## src/rtl/sub_slt_pkg.sv

```systemverilog
// Shared types for the SUB/SLT scheduler: op codes, FSM states and the SLT decision.
package sub_slt_pkg;

  localparam logic OP_SUB = 1'b0;
  localparam logic OP_SLT = 1'b1;

  typedef enum logic [1:0] {
    S_IDLE = 2'd0,
    S_EXEC = 2'd1,
    S_RESP = 2'd2
  } state_t;

  // With fix_en the sign bit is corrected for signed overflow of the subtraction.
  function automatic logic slt_lt(input logic diff_msb, input logic a_msb,
                                  input logic b_msb, input logic fix_en);
    logic ovf;
    ovf = (a_msb != b_msb) && (diff_msb != a_msb);
    if (fix_en) begin
      return diff_msb ^ ovf;
    end else begin
      return diff_msb;
    end
  endfunction

endpackage

```

## src/rtl/sub_slt_scheduler_arbiter.sv

```systemverilog
// Combinational round-robin grant: first valid requester at or after rr_ptr (wrapping).
module rr_arbiter #(
  parameter int NUM_REQ = 4,
  parameter int IDX_W   = $clog2(NUM_REQ)
) (
  input  logic [NUM_REQ-1:0] req_valid,
  input  logic [IDX_W-1:0]   rr_ptr,
  output logic [NUM_REQ-1:0] grant,
  output logic [IDX_W-1:0]   grant_idx,
  output logic               grant_valid
);

  logic [IDX_W:0] pos;

  // Rotating priority search; the one extra bit of pos absorbs the wrap.
  always_comb begin
    grant       = '0;
    grant_idx   = '0;
    grant_valid = 1'b0;
    pos         = '0;
    for (int i = 0; i < NUM_REQ; i++) begin
      pos = {1'b0, rr_ptr} + (IDX_W+1)'(i);
      if (pos >= (IDX_W+1)'(NUM_REQ)) begin
        pos = pos - (IDX_W+1)'(NUM_REQ);
      end else begin
        pos = pos;
      end
      if (!grant_valid && req_valid[pos[IDX_W-1:0]]) begin
        grant_valid              = 1'b1;
        grant_idx                = pos[IDX_W-1:0];
        grant[pos[IDX_W-1:0]]    = 1'b1;
      end else begin
        grant_valid = grant_valid;
      end
    end
  end

endmodule

```

## src/rtl/sub_slt_scheduler.sv

```systemverilog
// Round-robin scheduler sharing one subtractor (SUB / signed SLT) among NUM_REQ requesters.
// Build option: define SLT_OVF_FIX_EN for overflow-corrected signed SLT.
module sub_slt_scheduler
  import sub_slt_pkg::*;
#(
  parameter int NUM_REQ = 4,
  parameter int WIDTH   = 32
) (
  input  logic                       clk,
  input  logic                       reset,
  input  logic [NUM_REQ-1:0]         req_valid,
  output logic [NUM_REQ-1:0]         req_ready,
  input  logic [NUM_REQ-1:0]         req_op,
  input  logic [NUM_REQ*WIDTH-1:0]   req_a,
  input  logic [NUM_REQ*WIDTH-1:0]   req_b,
  output logic                       rsp_valid,
  input  logic                       rsp_ready,
  output logic [$clog2(NUM_REQ)-1:0] rsp_id,
  output logic [WIDTH-1:0]           rsp_data,
  output logic                       busy
);

  localparam int IDX_W = $clog2(NUM_REQ);
`ifdef SLT_OVF_FIX_EN
  localparam logic SLT_FIX = 1'b1;
`else
  localparam logic SLT_FIX = 1'b0;
`endif

  state_t             state_q, state_d;
  logic [IDX_W-1:0]   rr_ptr_q, rr_ptr_d;
  logic [WIDTH-1:0]   a_q, a_d, b_q, b_d;
  logic               op_q, op_d;
  logic [IDX_W-1:0]   id_q, id_d;
  logic               rsp_valid_q, rsp_valid_d;
  logic [IDX_W-1:0]   rsp_id_q, rsp_id_d;
  logic [WIDTH-1:0]   rsp_data_q, rsp_data_d;

  logic [NUM_REQ-1:0] grant_s;
  logic [IDX_W-1:0]   grant_idx_s;
  logic               grant_valid_s;
  logic               accept_s;
  logic [WIDTH-1:0]   diff_s;
  logic               lt_s;
  logic [WIDTH-1:0]   result_s;

  rr_arbiter #(
    .NUM_REQ (NUM_REQ),
    .IDX_W   (IDX_W)
  ) u_arb (
    .req_valid   (req_valid),
    .rr_ptr      (rr_ptr_q),
    .grant       (grant_s),
    .grant_idx   (grant_idx_s),
    .grant_valid (grant_valid_s)
  );

  // The single shared subtractor; SLT reuses its difference.
  assign diff_s   = a_q - b_q;
  assign lt_s     = slt_lt(diff_s[WIDTH-1], a_q[WIDTH-1], b_q[WIDTH-1], SLT_FIX);
  assign result_s = (op_q == OP_SLT) ? {{(WIDTH-1){1'b0}}, lt_s} : diff_s;
  assign accept_s = |(req_valid & req_ready);

  // State and datapath registers.
  always_ff @(posedge clk) begin
    if (reset) begin
      state_q     <= S_IDLE;
      rr_ptr_q    <= '0;
      a_q         <= '0;
      b_q         <= '0;
      op_q        <= OP_SUB;
      id_q        <= '0;
      rsp_valid_q <= 1'b0;
      rsp_id_q    <= '0;
      rsp_data_q  <= '0;
    end else begin
      state_q     <= state_d;
      rr_ptr_q    <= rr_ptr_d;
      a_q         <= a_d;
      b_q         <= b_d;
      op_q        <= op_d;
      id_q        <= id_d;
      rsp_valid_q <= rsp_valid_d;
      rsp_id_q    <= rsp_id_d;
      rsp_data_q  <= rsp_data_d;
    end
  end

  // Next-state logic.
  always_comb begin
    state_d = state_q;
    case (state_q)
      S_IDLE: begin
        if (accept_s) begin
          state_d = S_EXEC;
        end else begin
          state_d = S_IDLE;
        end
      end
      S_EXEC: state_d = S_RESP;
      S_RESP: begin
        if (rsp_ready) begin
          state_d = S_IDLE;
        end else begin
          state_d = S_RESP;
        end
      end
      default: state_d = S_IDLE;
    endcase
  end

  // Operand capture on accept, response capture in EXEC, release on response handshake.
  always_comb begin
    rr_ptr_d    = rr_ptr_q;
    a_d         = a_q;
    b_d         = b_q;
    op_d        = op_q;
    id_d        = id_q;
    rsp_valid_d = rsp_valid_q;
    rsp_id_d    = rsp_id_q;
    rsp_data_d  = rsp_data_q;
    case (state_q)
      S_IDLE: begin
        if (accept_s) begin
          a_d  = req_a[grant_idx_s*WIDTH +: WIDTH];
          b_d  = req_b[grant_idx_s*WIDTH +: WIDTH];
          op_d = req_op[grant_idx_s];
          id_d = grant_idx_s;
          if (grant_idx_s == IDX_W'(NUM_REQ-1)) begin
            rr_ptr_d = '0;
          end else begin
            rr_ptr_d = grant_idx_s + IDX_W'(1);
          end
        end else begin
          rr_ptr_d = rr_ptr_q;
        end
      end
      S_EXEC: begin
        rsp_valid_d = 1'b1;
        rsp_id_d    = id_q;
        rsp_data_d  = result_s;
      end
      S_RESP: begin
        if (rsp_ready) begin
          rsp_valid_d = 1'b0;
        end else begin
          rsp_valid_d = 1'b1;
        end
      end
      default: rsp_valid_d = 1'b0;
    endcase
  end

  // Outputs; req_ready is masked while reset is asserted so nothing is accepted then.
  always_comb begin
    if ((state_q == S_IDLE) && !reset && grant_valid_s) begin
      req_ready = grant_s;
    end else begin
      req_ready = '0;
    end
    busy      = (state_q != S_IDLE);
    rsp_valid = rsp_valid_q;
    rsp_id    = rsp_id_q;
    rsp_data  = rsp_data_q;
  end

endmodule

```

## config.mk

```make
export PLATFORM = sky130hd
export DESIGN_NAME = sub_slt_scheduler
export DESIGN_NICKNAME = d
export VERILOG_FILES = /design/src/rtl/sub_slt_pkg.sv /design/src/rtl/sub_slt_scheduler_arbiter.sv /design/src/rtl/sub_slt_scheduler.sv
export SDC_FILE = /design/constraint.sdc
export NUM_CORES = 1
export LEC_CHECK = 0
export BUFFER_PORTS_ARGS = -buffer_cell sky130_fd_sc_hd__buf_2
export CAP_MARGIN = 15
export CORE_UTILIZATION = 50
export DETAILED_ROUTE_END_ITERATION = 8
export HOLD_SLACK_MARGIN = 0.02
export PLACE_DENSITY = 0.87
export SYNTH_ARGS = -nofsm -noshare
export SYNTH_HDL_FRONTEND = slang
export SYNTH_SLANG_ARGS = --single-unit
```

## constraint.sdc

```tcl
create_clock -name clk -period 3.75 [get_ports clk]
set_input_delay 0 -clock clk [delete_from_list [all_inputs] [get_ports clk]]
set_output_delay 0 -clock clk [all_outputs]
set_load 0.03 [all_outputs]
```

==> results.py <==
metrics = {
    "timing": {
        "tightest_slew_ps": 1010,
        "slew_viol_final": 0,
        "finClkSkew_ps": 13.5,
        "timing.final.crit_share": 0.954,
        "finalCriticalPeriod_ps": 3580,
        "rsz0062_at_grt": "no",
        "finalSetupViolations": 0,
        "final_hold_viol_count": 0,
        "fmax_mhz": 280,
        "fin_tns_setup_ps": 0,
        "relSlewSlack": 0.323,
    },
    "cts": {
        "htreeDepth": 3,
        "root_buffer": "clkbuf_16",
        "clock_sinks": 106,
        "worstSkewPairLatency_ps": 360,
        "tritoncts": "done",
        "clock_path_buffers": 2,
        "clkSlewWorstSetupHoldPaths_ps": 90,
        "cts_buffers": 9,
    },
    "die": {
        "dieWidth_um": 126,
        "fp-row-count": 44,
        "ios": 307,
        "die_area_um2": 15800,
        "start_util": 0.519,
        "die_h_um": 126,
        "core_um2": 14800,
    },
    "logic_synthesis": {
        "yosysWarnings": 0,
        "yosys_register_bits": 106,
        "ys_types": 55,
        "ys_async_sr_fraction": 0,
        "synth_nets": 1439,
        "seq_area_frac_synth": 0.277,
        "syn_area_um2": 7660,
        "synth_edf_count": 0,
        "netlist_instances": 1130,
        "syn_avg_cell_area_um2": 6.78,
        "ys.flop_type": "dfxtp_1",
    },
    "placement": {
        "hpwl_um": 18800,
        "portBuffers": 306,
        "dpl-instance-area_um2": 9230,
        "place_congestion": 0.910,
        "dpl.cell_count": 1552,
    },
    "setup_path": {
        "critPathRequiredTime_ps": 3970,
        "worstSetupPathType": "reg -> reg",
        "start_kind": "flop",
        "cp_max_fo": 24,
        "arrival_ps": 3800,
        "critPathCaptureType": "flop",
    },
    "finish": {
        "final_nets": 1818,
        "layout_common_cells": "buf_2, nand2_1, nand3_1",
        "fin_area_um2": 10800,
        "area_growth_pct": 41.5,
        "final_cell_count_no_fill": 1701,
        "final_common_cell": "buf_2",
        "drive_above_1_share": 0.237,
    },
    "pwr": {
        "ir_worst_vdd_mv": 0.707,
        "p_leak_nw": 5.05,
        "power_w": 0.00956,
        "powerDensity_nw_per_um2": 882,
    },
    "grt": {
        "grt_pass1_wl_um": 46300,
        "grt_max_degree": 91,
        "grt_pass1_vias": 9512,
        "antenna_found_initial": 4,
        "grt.total_usage": 0.365,
        "gr-total-overflow": 0,
    },
    "routing": {
        "routed_wl_um": 30600,
        "vias": 10208,
        "first_pass_iters": 8,
        "routedWlPerCell_um": 18.0,
        "antenna_left": 0,
        "drc": 0,
        "drt_iter0_markers": 927,
        "viasPerCell": 6.00,
    },
    "outcome": {
        "outcome": "complete, no violations",
    },
    "run": {
        "cap_violations": 0,
    },
    "hold_path": {
        "worst_hold_path_type": "in -> reg",
    },
}
metrics by stage:
stage | utilization | hold slack [ps] | worst slack, ps
2_1_floorplan | - | 243 | 331
3_3_place_gp | 0.625 | 339 | 399
3_5_place_dp | 0.625 | 350 | 186
4_1_cts | 0.729 | 20.0 | 27.4
5_1_grt | 0.735 | 36.3 | 14.5
6_report | 0.735 | 16.9 | 172
synth_stat cells (11+ instances only):
master,n,share of area
xor2_1,15,0.017
a22oi_1,12,0.012
o31ai_1,33,0.032
nand3_1,199,0.13
nor2_1,47,0.023
a21o_1,13,0.013
o21ai_1,11,0.0072
inv_1,42,0.021
dfxtp_1,106,0.28
a21oi_1,35,0.023
o21ai_0,52,0.034
clkbuf_1,65,0.032
nand2b_1,35,0.029
ha_1,41,0.067
nand2_1,300,0.15
area by class of cell:
cell class                      count  area (µm²)
Multi-Input combinational cell    905        5100
Fill cell                        1078        3910
Timing Repair Buffer              445        2930
Sequential cell                   106        2120
Clock buffer                       10         239
Tap cell                          184         230
Inverter                           42         158
Clock inverter                      6        55.1
Antenna cell                        3        7.51
registers in the layout, summed over array words and instances, names as in the netlist, named ones only:
| name | flops |
|---|---|
| a_q | 32 |
| b_q | 32 |
| id_q | 2 |
| op_q | 1 |
| rr_ptr_q | 1 |
| rsp_data | 32 |
| rsp_id | 2 |
| rsp_valid | 1 |
| state_q | 2 |
cell families (layout without fill, tap and decap cells):
| kind of cell | count (synthesis) | count (layout) | share of synthesized area |
|---|---|---|---|
| AO/OA/AOI/OAI | 206 | 210 | 0.173 |
| XOR/XNOR | 25 | 25 | 0.0286 |
| adder cells (fa/ha/maj) | 42 | 42 | 0.0696 |
| buffers and inverters | 124 | 503 | 0.0689 |
| flip-flops | 106 | 106 | 0.277 |
| multiplexers | 13 | 13 | 0.0238 |
| other | 0 | 3 | 0 |
| AND/OR/NAND/NOR | 614 | 615 | 0.359 |
critical path, stage by stage (launching register included):
cell	delay (ps)
dfxtp_2	430
inv_1	140
ha_1	390
mux4_2	460
nor4b_4	400
nand2_1	210
nand2_4	270
buf_6	260
nand3_1	110
dlygate4sd3_1	590
nand3_1	110
o31ai_1	70
routing by layer:
layer,global-route usage,part of all wire,vias up,wire (µm)
met1,0.445,0.38,4620,11700
met5,0,0,-,0
li1,-,-,4665,-
met3,0.0735,0.11,176,3260
met2,0.599,0.45,747,13800
met4,0.213,0.061,0,1880
power breakdown:
group / switching (W) / internal, W
registers: 0.000221 / 0.00147
clock network: 0.000456 / 0.000484
logic: 0.00430 / 0.00263
final timing paths:
check / startpoint / to / slack (ps) / cells past startpoint
min: req_b[102] / b_q[6] / 20 / 5
max reg2reg: rr_ptr_q[1] / b_q[18] / 170 / 11
min reg2reg: rsp_valid / rsp_valid / 450 / 2
max: rr_ptr_q[1] / b_q[18] / 170 / 11
what timing repair did:
| action | in CTS | in global routing |
|---|---|---|
| buffers inserted | 0 | 2 |
| setup endpoints to repair | 0 | 44 |
| resized for setup | 0 | 6 |
| hold buffers | 123 | 0 |
| hold endpoints to repair | 46 | 0 |
(Power assumes the default switching activity.)
